$ cat src/rtl/mult_seq_32bit.sv
// Purpose : sequential shift-and-add 32x32->64 multiplier (mult/multu) built around one add_32bit.
// Latency : DONE in the cycle after edge k+32 (unsigned), k+33 (signed, MULT_SIGNED_EN builds).
// Backpressure: none; START is only sampled while BUSY=0, and requests made while BUSY=1 are dropped.
//
// Ports:
//   CLK, RST_N        rising-edge clock, asynchronous active-low reset
//   START, X, Y       request and operands, captured on the accepting edge
//   SIGNED            1 = mult, 0 = multu (only honoured when MULT_SIGNED_EN is defined)
//   BUSY, DONE        operation in progress / one-cycle product-valid pulse
//   Z_HI, Z_LO        product bits 63:32 / 31:0, held until the next accepted START
//
// Build option: define MULT_SIGNED_EN to enable signed multiplication (magnitude
// multiply followed by a one-cycle NEG state). Without it every operation is unsigned.

// 32-bit ripple-carry adder used as the multiplier's accumulation adder.
module add_32bit (
  input  logic [31:0] X,
  input  logic [31:0] Y,
  input  logic        C_IN,
  output logic [31:0] Z,
  output logic        C_OUT
);

  logic carry;

  always_comb begin
    Z     = '0;
    carry = C_IN;
    for (int i = 0; i < 32; i++) begin
      Z[i]  = X[i] ^ Y[i] ^ carry;
      carry = (X[i] & Y[i]) | (X[i] & carry) | (Y[i] & carry);
    end
    C_OUT = carry;
  end

endmodule

module mult_seq_32bit (
  input  logic        CLK,
  input  logic        RST_N,
  input  logic        START,
  input  logic [31:0] X,
  input  logic [31:0] Y,
  input  logic        SIGNED,
  output logic        BUSY,
  output logic        DONE,
  output logic [31:0] Z_HI,
  output logic [31:0] Z_LO
);

  typedef enum logic [1:0] {
    IDLE = 2'd0,
    RUN  = 2'd1,
    NEG  = 2'd2,
    FIN  = 2'd3
  } state_t;

  state_t      state_q, state_d;
  logic [31:0] m_q,     m_d;      // multiplicand (magnitude for signed ops)
  logic [31:0] hi_q,    hi_d;     // upper product half / running accumulator
  logic [31:0] lo_q,    lo_d;     // multiplier bits shifting out, product bits shifting in
  logic [5:0]  cnt_q,   cnt_d;    // iteration counter, RUN exits after 32
  logic        sgn_q,   sgn_d;    // operation was signed: route through NEG
  logic        neg_q,   neg_d;    // product must be negated in NEG

  // ---------------------------------------------------------------------------
  // Operand conditioning
  // ---------------------------------------------------------------------------
  logic        op_signed;
  logic [31:0] op_x, op_y;
  logic        op_neg;

`ifdef MULT_SIGNED_EN
  assign op_signed = SIGNED;
`else
  // Unsigned-only build: SIGNED is referenced but forced to have no effect.
  assign op_signed = SIGNED & 1'b0;
`endif

  // Two's-complement magnitude; 0x80000000 negates to itself and is then
  // treated as the unsigned value 2^31, which is the correct magnitude.
  assign op_x   = (op_signed && X[31]) ? (~X + 32'd1) : X;
  assign op_y   = (op_signed && Y[31]) ? (~Y + 32'd1) : Y;
  assign op_neg = op_signed & (X[31] ^ Y[31]);

  // ---------------------------------------------------------------------------
  // Accumulation adder: adds the multiplicand into HI when the current
  // multiplier bit (LO[0]) is set. Its carry becomes the new HI MSB after the
  // right shift, so no 33rd accumulator bit is needed.
  // ---------------------------------------------------------------------------
  logic [31:0] add_y;
  logic [31:0] add_z;
  logic        add_co;

  assign add_y = lo_q[0] ? m_q : 32'd0;

  add_32bit u_add (
    .X     (hi_q),
    .Y     (add_y),
    .C_IN  (1'b0),
    .Z     (add_z),
    .C_OUT (add_co)
  );

  // ---------------------------------------------------------------------------
  // Next-state logic
  // ---------------------------------------------------------------------------
  always_comb begin
    state_d = state_q;
    m_d     = m_q;
    hi_d    = hi_q;
    lo_d    = lo_q;
    cnt_d   = cnt_q;
    sgn_d   = sgn_q;
    neg_d   = neg_q;

    unique case (state_q)
      IDLE, FIN: begin
        // FIN is the DONE cycle; a START here is accepted exactly as from IDLE.
        if (START) begin
          m_d     = op_x;
          hi_d    = 32'd0;
          lo_d    = op_y;
          cnt_d   = 6'd0;
          sgn_d   = op_signed;
          neg_d   = op_neg;
          state_d = RUN;
        end else begin
          state_d = IDLE;
        end
      end

      RUN: begin
        {hi_d, lo_d} = {add_co, add_z, lo_q[31:1]};
        cnt_d        = cnt_q + 6'd1;
        if (cnt_q == 6'd31) begin
          state_d = sgn_q ? NEG : FIN;
        end
      end

      NEG: begin
        // Only reachable for signed operations; negation is a 64-bit two's complement.
        if (neg_q) begin
          {hi_d, lo_d} = ~{hi_q, lo_q} + 64'd1;
        end
        state_d = FIN;
      end

      default: state_d = IDLE;
    endcase
  end

  // ---------------------------------------------------------------------------
  // State registers
  // ---------------------------------------------------------------------------
  always_ff @(posedge CLK or negedge RST_N) begin
    if (!RST_N) begin
      state_q <= IDLE;
      m_q     <= '0;
      hi_q    <= '0;
      lo_q    <= '0;
      cnt_q   <= '0;
      sgn_q   <= 1'b0;
      neg_q   <= 1'b0;
    end else begin
      state_q <= state_d;
      m_q     <= m_d;
      hi_q    <= hi_d;
      lo_q    <= lo_d;
      cnt_q   <= cnt_d;
      sgn_q   <= sgn_d;
      neg_q   <= neg_d;
    end
  end

  // ---------------------------------------------------------------------------
  // Outputs: the product registers are the outputs, so the result holds until
  // the next accepted START overwrites HI/LO.
  // ---------------------------------------------------------------------------
  assign BUSY = (state_q == RUN) || (state_q == NEG);
  assign DONE = (state_q == FIN);
  assign Z_HI = hi_q;
  assign Z_LO = lo_q;

endmodule
$ cat config.mk
export PLATFORM = sky130hd
export DESIGN_NAME = mult_seq_32bit
export DESIGN_NICKNAME = d
export VERILOG_FILES = /design/src/rtl/mult_seq_32bit.sv
export SDC_FILE = /design/constraint.sdc
export NUM_CORES = 1
export LEC_CHECK = 0
export CAP_MARGIN = 20
export CORE_UTILIZATION = 40
export CTS_BUF_LIST = sky130_fd_sc_hd__clkbuf_2
export DETAILED_ROUTE_END_ITERATION = 10
export GPL_TIMING_DRIVEN = 0
export PLACE_DENSITY = 0.67
export SKIP_CTS_REPAIR_TIMING = 1
export SYNTH_ARGS = -nofsm -noshare
export SYNTH_HDL_FRONTEND = slang
export SYNTH_HIERARCHICAL = 1
export SYNTH_SLANG_ARGS = --single-unit
export TNS_END_PERCENT = 100
$ cat constraint.sdc
create_clock -name CLK -period 14.4 [get_ports CLK]
set_input_delay 2.16 -clock CLK [delete_from_list [all_inputs] [get_ports CLK]]
set_output_delay 2.16 -clock CLK [all_outputs]
set_load 0.03 [all_outputs]
Yosys cells after proc, flatten, opt, wreduce, memory -nomap -nowiden:

Index checks and enable logic that the tools add are counted.

* reductions and logical operators: 7
* equality and inequality tests: 6
* bitwise operators: 220
* muxes and demuxes: 10
* add/subtract/negate cells: 1

Operators by type and width (number)
* case mux 32 bit (2 select lines): 2
* 2-to-1 mux 32 bit: 3
* bitwise AND 1 bit: 94
* XOR 1 bit: 63
* OR 1 bit: 62
* case mux 6 bit (2 select lines): 1
* adder 6 x 1 -> 6 bit (second input constant): 1
* equality test 6 x 5 -> 1 bit (second input constant): 1
* 2-to-1 mux 6 bit: 1
* case mux 2 bit (3 select lines): 1
* AND reduction 2 bit: 3
* equality test 2 bit (second input constant): 2
* inequality test 2 bit (second input constant): 2
* equality test 2 x 1 -> 1 bit (second input constant): 1
* zero test 2 bit: 1
* 2-to-1 mux 2 bit: 1
* nonzero test 2 bit: 1
* OR reduction 2 bit: 1
* logical OR 1 bit: 1
* 2-to-1 mux 1 bit: 1
* NOT 1 bit: 1

* logic and storage cells: 249
* register bits: 104

Depth between registers and ports, before layout:

Gate-level depths: netlist of run 1.

* depth after elaboration: 96
* gate-level depth with buffers: 39
* gate-level depth less buffers: 39

By module:

The synthesis of run 1 kept the hierarchy.

By module, submodules not included
* mult_seq_32bit: cells each 426, instances 1, seq. area each 2602.5 um^2, area an instance 4543.1 um^2
* add_32bit: cells each 42, instances 1, seq. area each 0.0 um^2, area an instance 678.2 um^2

Worst setup path before layout of run 1:

No wires, ideal clock.

* path type: flip-flop to flip-flop
* from: reg lo_q[0], in the netlist Z_LO[0]
* to: reg hi_q[30], in the netlist Z_HI[30]
* library setup time: 0.083 ns
* path buffers: 0
* path slack: 1.329 ns
* data arrival time: 12.988 ns
* cell stages (with the launch flop): 40
* cells stage by stage: dfrtp_1 -> and2_1 -> inv_1 -> fa_1 -> inv_1 -> fa_1 -> fa_1 -> fa_1 -> fa_1 -> fa_1 -> fa_1 -> fa_1 -> fa_1 -> fa_1 -> fa_1 -> fa_1 -> fa_1 -> fa_1 -> (+4 left out) -> fa_1 -> fa_1 -> fa_1 -> fa_1 -> fa_1 -> fa_1 -> fa_1 -> fa_1 -> fa_1 -> fa_1 -> fa_1 -> fa_1 -> fa_1 -> inv_1 -> fa_1 -> inv_1 -> nand2_1 -> o21ai_0

* cells in the longest elaborated chain, start to end: 94
* elaborated cells between the ends (all ways): 155

RTL lines
* start, declared: RTL line 61 `logic [31:0] lo_q, lo_d;`
* start signal, assigned: RTL line 169 `lo_q <= lo_d;`
* 2-to-1 mux 32 bit *: RTL line 95 `assign add_y = lo_q[0] ? m_q : 32'd0;`
* named net add_y[0]: RTL line 91 `logic [31:0] add_y;`
* bitwise AND 1 bit *: RTL line 31 `carry = (X[i] & Y[i]) | (X[i] & carry) | (Y[i] & carry);`
* bitwise AND 1 bit: RTL line 31
* OR 1 bit: RTL line 31
* OR 1 bit *: RTL line 31
* bitwise AND 1 bit: RTL line 31
* OR 1 bit: RTL line 31
* (+80 left out)
* OR 1 bit: RTL line 31
* OR 1 bit *: RTL line 31
* bitwise AND 1 bit: RTL line 31
* OR 1 bit: RTL line 31
* OR 1 bit *: RTL line 31
* XOR 1 bit *: RTL line 30 `Z[i] = X[i] ^ Y[i] ^ carry;`
* named net add_z[31]: RTL line 92 `logic [31:0] add_z;`
* case mux 32 bit (2 select lines) *: RTL line 117 `unique case (state_q)`
* end signal, assigned: RTL line 168 `hi_q <= hi_d;`
* end, declared: RTL line 60 `logic [31:0] hi_q, hi_d;`

Mark *: on every way through the listed nets, which the timed path passes. The rest lies on a longest branch.
A chain may end at the register's enable or synchronous reset.

Worst setup path in the final report of run 1:

Ends and elaborated chain as after synthesis.

==> run_results.csv, run 1 <==
group,metric,value,unit
status,status,"finished, final reports clean",
critical_path,critPathBufInv,4,
critical_path,worstPathArrival,14230,ps
route,wl_per_cell,14.7,um
critical_path,critPathMaxFanout,7,
logic_synthesis,synth_xor_area_share,0.168,%
finish,fin_area,0.00685,mm2
critical_path,cp-start-kind,"flip-flop",
logic_synthesis,syn_inst,468,
route,drc_errors,0,
finish,drive_gt1_share,10.4,%
flow_run,cap_violations,0,
power_and_ir_drop,leakage,3.00,nW
sta,fin_crit_sh,95.4,%
global_routing,grt_util_all_layers,18.2,%
clocking,tritoncts,"done",
sta,drv_slew,0,
global_routing,grt_pass1_vias,3827,
finish,nFillCells,1117,
route,via_per_inst,4.87,
route,wl,11.5,mm
hold_path,worstHoldPathType,"reg2reg",
route,wl_met2,5.47,mm
hold_path,hold_depth,1,
sta,finalSetupViolations,0,
sta,fin_setup_tns,0,ps
logic_synthesis,netlist_top_cells_area,"dfrtp_1 50%, fa_1 12%, nand2_1 7.3%",
global_routing,antenna_found_initial,0,
floorplanning,rows,41,
power_and_ir_drop,power_density,216,mW/mm2
clocking,clock-sinks,104,
floorplanning,core-area,0.0127,mm2
global_routing,grt_max_degree,60,
sta,timing.fmax,0.0728,GHz
finish,post-route-util,54.1,%
critical_path,path_delay_family,"adder cells",
critical_path,r2r_cells,39,
critical_path,regToRegSetupSlack,660,ps
clocking,clkTransAtPathRegs,240,ps
global_routing,grt_pass1_wl,18.9,mm
logic_synthesis,ys_types,26,
finish,nets,716,
floorplanning,start_util,41.2,%
finish,area_delta_synth_final,31.2,%
sta,tightest_slew,621,ps
route,ant_nets,0,
sta,clock_skew,38.0,ps
sta,min_period,13740,ps
logic_synthesis,ys_seq_area_share,49.8,%
hold_path,whs_endpoint,"m_q[4]",
finish,final_cells,787,
critical_path,crit_path_top_delay_cell,"dfrtp_1",
route,drtPass1Iterations,4,
clocking,clkLatencyLatePin,550,ps
floorplanning,dieArea,0.0135,mm2
critical_path,critPathMaxStageDelay,530,ps
floorplanning,dieHeight,116,um
critical_path,end_kind,"flip-flop",
floorplanning,pin_count,134,
logic_synthesis,synth_top_area_cell,"dfrtp_1",
critical_path,r2r_end,"Z_HI[30]",
sta,rsz0062_at_grt,"false",
route,drt_iter0_drc,153,
placed_design,dp_slack,697,ps
logic_synthesis,async_reset_ff_share,100,%
logic_synthesis,yosys_warnings,6,
placed_design,gp_congestion,0.776,
hold_path,worstHoldStart,"m_q[4]",
route,wl_met1,5.22,mm
clocking,clockBufferDepth,2,
finish,antenna_cells,0,
logic_synthesis,yosys.area.top_type_share,49.8,%
logic_synthesis,syn_nets,572,
logic_synthesis,synth_top_family_by_area,"multiplexers",
critical_path,cp.required,14880,ps
placed_design,placed_cells,773,
floorplanning,die-width,116,um
logic_synthesis,synth_ff_type,"dfrtp_1",
logic_synthesis,synth_fa_ha_area_share,13.2,%
route,wl_met3,732,um
global_routing,overflow,0,
placed_design,dp_hpwl,8.77,mm
sta,maxSlewHeadroom,58.6,%
sta,hold_viol,0,
logic_synthesis,avgSynthCellArea,11.2,um2
logic_synthesis,ys_seq_elements,104,
route,vias,3830,
logic_synthesis,synth_edf_count,0,
power_and_ir_drop,ir_drop,0.105,mV
route,maxUsedRoutingLayer,"met4",
logic_synthesis,yosys.area_share.simple,12.2,%
sta,setup_ws,658,ps
logic_synthesis,synthMuxAreaShare,13.6,%
logic_synthesis,synth_compound_area_share,7.24,%
placed_design,numPortBuffers,132,
critical_path,cpMostUsedCell,"fa_1",
clocking,cts_inserted_buffers,9,
critical_path,timing.rr.start,"Z_LO[0]",
clocking,root_buffer,"clkbuf_2",
sta,holdWs,528,ps
critical_path,critPathKind,"reg2reg",
logic_synthesis,netlist_area,0.00522,mm2
power_and_ir_drop,design_power_total,1.48,mW
clocking,cts_max_level,3,
placed_design,placed_cell_area,0.00678,mm2
how the worst max path moves through the flow:
stage | start | depth (start not counted) | slack (ps) | endpoint
2_1_floorplan | Z_LO[0] | 39 | 1330 | Z_HI[30]
3_3_place_gp | Z_LO[0] | 39 | 870 | Z_HI[30]
3_5_place_dp | Z_LO[0] | 39 | 700 | Z_HI[30]
4_1_cts | Z_LO[0] | 39 | 660 | Z_HI[30]
5_1_grt | Z_LO[0] | 39 | 50 | Z_HI[30]
6_report | Z_LO[0] | 39 | 660 | Z_HI[30]
area by class of cell:
type                            count  area, um2  area share (%)
Buffer                             28        136            1.99
Sequential cell                   104       2600            38.0
Clock buffer                       12       60.1           0.877
Tap cell                          172        215            3.14
Timing Repair Buffer              133       1350            19.6
Clock inverter                      2       8.76           0.128
Multi-Input combinational cell    322       2430            35.5
Inverter                           14       52.6           0.767
cell usage in the layout (no fill, tap or decap), drive strengths merged, types with 4 or more instances in the layout:
master and instances:
clkbuf 24, dfrtp 104, mux2i 34, clkdlybuf4s50 131
o21ai 68, nand2 101, and2 32, inv 14
fa 32, ha 4, buf 18, mux2 33
cell usage after synthesis, types with 2 or more instances:
library cell	n
buf_2	13
o21ai_1	2
clkbuf_1	12
inv_1	14
nand3_1	2
fa_1	32
nand2b_1	2
a21oi_1	2
o21ai_0	66
a22o_1	2
ha_1	4
nand2_1	101
buf_4	2
mux2_2	33
dfrtp_1	104
nor2_1	3
mux2i_1	34
and2_1	32
flip-flops by register name (all words and copies together) (netlist names):
register  cells
cnt_q         6
Z_HI         32
m_q          32
state_q       2
Z_LO         32
where the power goes:
part,switching (mW),internal [mW],leakage (nW)
clock network,0.0888,0.0224,0.0553
registers,0.0976,0.421,1.30
logic,0.483,0.366,1.64
cells by family (layout without fill, tap and decap cells):
| family | after synthesis | after routing |
|---|---|---|
| other | 1 | 1 |
| multiplexers | 67 | 67 |
| XOR/XNOR | 1 | 1 |
| AO/OA/AOI/OAI | 73 | 73 |
| adder cells (fa/ha/maj) | 36 | 36 |
| buffers and inverters | 42 | 189 |
| flip-flops | 104 | 104 |
| AND/OR/NAND/NOR | 144 | 144 |
layer usage:
metal  GRT usage (%)  up-vias
met1            24.0     1883
met2            29.6      120
met5               0        -
met4            6.92        0
met3            3.74       11
li1                -     1816
worst reg2reg max path, delay by kind of cell, from the launching register on:
family,cells,cell delay (ps)
compound gates,1,150
simple gates,2,220
fa+ha+maj,32,12500
buf+inv,4,270
flops,1,530
No activity file was read; power rests on OpenSTA's default activity.
==> inputs of run 2 (changes only) <==
Settings changed: CAP_MARGIN 20 to unset, CTS_BUF_LIST sky130_fd_sc_hd__clkbuf_2 to unset.
==> run_results.csv, run 2 (synthesized netlist as in run 1, its figures left out) <==
group,metric,value,unit
status,status,"finished, final reports clean",
critical_path,path_delay_family,"adder cells",
route,wl,11.6,mm
critical_path,regToRegSetupSlack,690,ps
finish,final_common_cell,"clkdlybuf4s50_1",
sta,fin_setup_tns,0,ps
finish,final_cell_mix,"131 x clkdlybuf4s50_1, 104 x dfrtp_1, 101 x nand2_1",
critical_path,worstPathArrival,13970,ps
route,wl_per_cell,14.7,um
floorplanning,core-area,0.0127,mm2
sta,timing.fmax,0.0730,GHz
critical_path,r2r_end,"Z_HI[30]",
power_and_ir_drop,ir_drop,0.115,mV
finish,drive_gt1_share,10.1,%
power_and_ir_drop,power_density,226,mW/mm2
route,vias,3828,
clocking,clkTransAtPathRegs,60,ps
global_routing,antenna_found_initial,0,
power_and_ir_drop,pwr-share-clk,13.9,%
global_routing,grt_pass1_wl,19.0,mm
global_routing,grt_util_all_layers,18.3,%
placed_design,numPortBuffers,132,
global_routing,grt_pass1_vias,3807,
finish,multi_input_area,0.00243,mm2
hold_path,worstHoldStart,"m_q[22]",
critical_path,critPathBufInv,4,
critical_path,critPathMaxStageDelay,480,ps
global_routing,overflow,0,
sta,min_period,13710,ps
route,via_per_inst,4.86,
floorplanning,rows,41,
clocking,root_buffer,"clkbuf_16",
route,drc_errors,0,
sta,drv_slew,0,
hold_path,worstHoldPathType,"reg2reg",
sta,fin_crit_sh,95.2,%
sta,clock_skew,8.14,ps
floorplanning,dieHeight,116,um
critical_path,critPathMaxFanout,7,
clocking,clkLatencyLatePin,340,ps
floorplanning,die-width,116,um
critical_path,cp.required,14660,ps
finish,area_delta_synth_final,34.8,%
critical_path,crit_path_top_delay_cell,"dfrtp_1",
global_routing,grt_max_degree,60,
critical_path,end_kind,"flip-flop",
finish,nFillCells,1104,
finish,regArea,0.00260,mm2
placed_design,gp_congestion,0.776,
critical_path,cpMostUsedCell,"fa_1",
hold_path,hold_depth,1,
clocking,clockBufferDepth,2,
floorplanning,start_util,41.2,%
power_and_ir_drop,design_power_total,1.59,mW
sta,hold_viol,0,
placed_design,dp_slack,697,ps
finish,antenna_cells,0,
power_and_ir_drop,leakage,3.07,nW
floorplanning,dieArea,0.0135,mm2
sta,tightest_slew,619,ps
clocking,cts_max_level,3,
critical_path,r2r_cells,39,
sta,maxSlewHeadroom,58.7,%
sta,setup_ws,693,ps
power_and_ir_drop,p_int,0.910,mW
sta,rsz0062_at_grt,"false",
power_and_ir_drop,power_frac_comb,53.4,%
critical_path,timing.rr.start,"Z_LO[0]",
clocking,clock-sinks,104,
critical_path,critPathKind,"reg2reg",
clocking,cts_inserted_buffers,9,
power_and_ir_drop,sw_frac_of_total,42.8,%
critical_path,cp-start-kind,"flip-flop",
flow_run,cap_violations,0,
sta,finalSetupViolations,0,
power_and_ir_drop,p_sw,0.682,mW
finish,nets,716,
power_and_ir_drop,p_seq_share,32.7,%
route,ant_nets,0,
clocking,tritoncts,"done",
hold_path,whs_endpoint,"m_q[22]",
placed_design,dp_hpwl,8.77,mm
floorplanning,pin_count,134,
route,drt_iter0_drc,197,
route,drtPass1Iterations,4,
[run 2: changes by cell type in the layout (fill, tap and decap cells not counted)]
cell and change:
clkbuf_1 +3, clkbuf_16 +9, clkbuf_2 -12, clkbuf_8 +1, clkinv_1 -1
[run 2: cell type report]
class,instances,area share (%)
Sequential cell,104,37.0
Multi-Input combinational cell,322,34.5
Timing Repair Buffer,133,19.1
Clock buffer,13,3.56
Tap cell,172,3.06
Buffer,28,1.94
Inverter,14,0.747
Clock inverter,1,0.0711
[run 2: worst max path at each step]
stage,end,from,slack (ps),cells past startpoint
after floorplan,Z_HI[30],Z_LO[0],1330,39
after global placement,Z_HI[30],Z_LO[0],870,39
after detailed placement,Z_HI[30],Z_LO[0],700,39
after CTS,Z_HI[30],Z_LO[0],680,39
after global routing,Z_HI[30],Z_LO[0],90,39
final,Z_HI[30],Z_LO[0],690,39
[run 2: stage by stage]
step | hold WS, ps | cell area [um2] | utilization, % | std cells
2_1_floorplan | 471 | 5220 | - | 468
3_3_place_gp | 481 | 6760 | 53.3 | 772
3_5_place_dp | 486 | 6780 | 53.5 | 773
4_1_cts | 500 | 7040 | 55.5 | 787
5_1_grt | 514 | 7040 | 55.5 | 787
6_report | 496 | 7040 | 55.5 | 787
[run 2: power by group through the flow]
stage / clock (mW) / sequential, mW / combinational [mW]
after floorplan: 0 / 0.650 / 0.423
after global placement: 0 / 0.523 / 0.837
after detailed placement: 0 / 0.526 / 0.861
after CTS: 0.226 / 0.523 / 0.862
after global routing: 0.241 / 0.541 / 0.939
final: 0.221 / 0.521 / 0.850
[run 2: metal layers]
layer  wire (um)  GRT usage [%]
met3         753           4.36
met1        5280           24.6
met2        5430           29.2
met5           0              0
met4         128           6.15
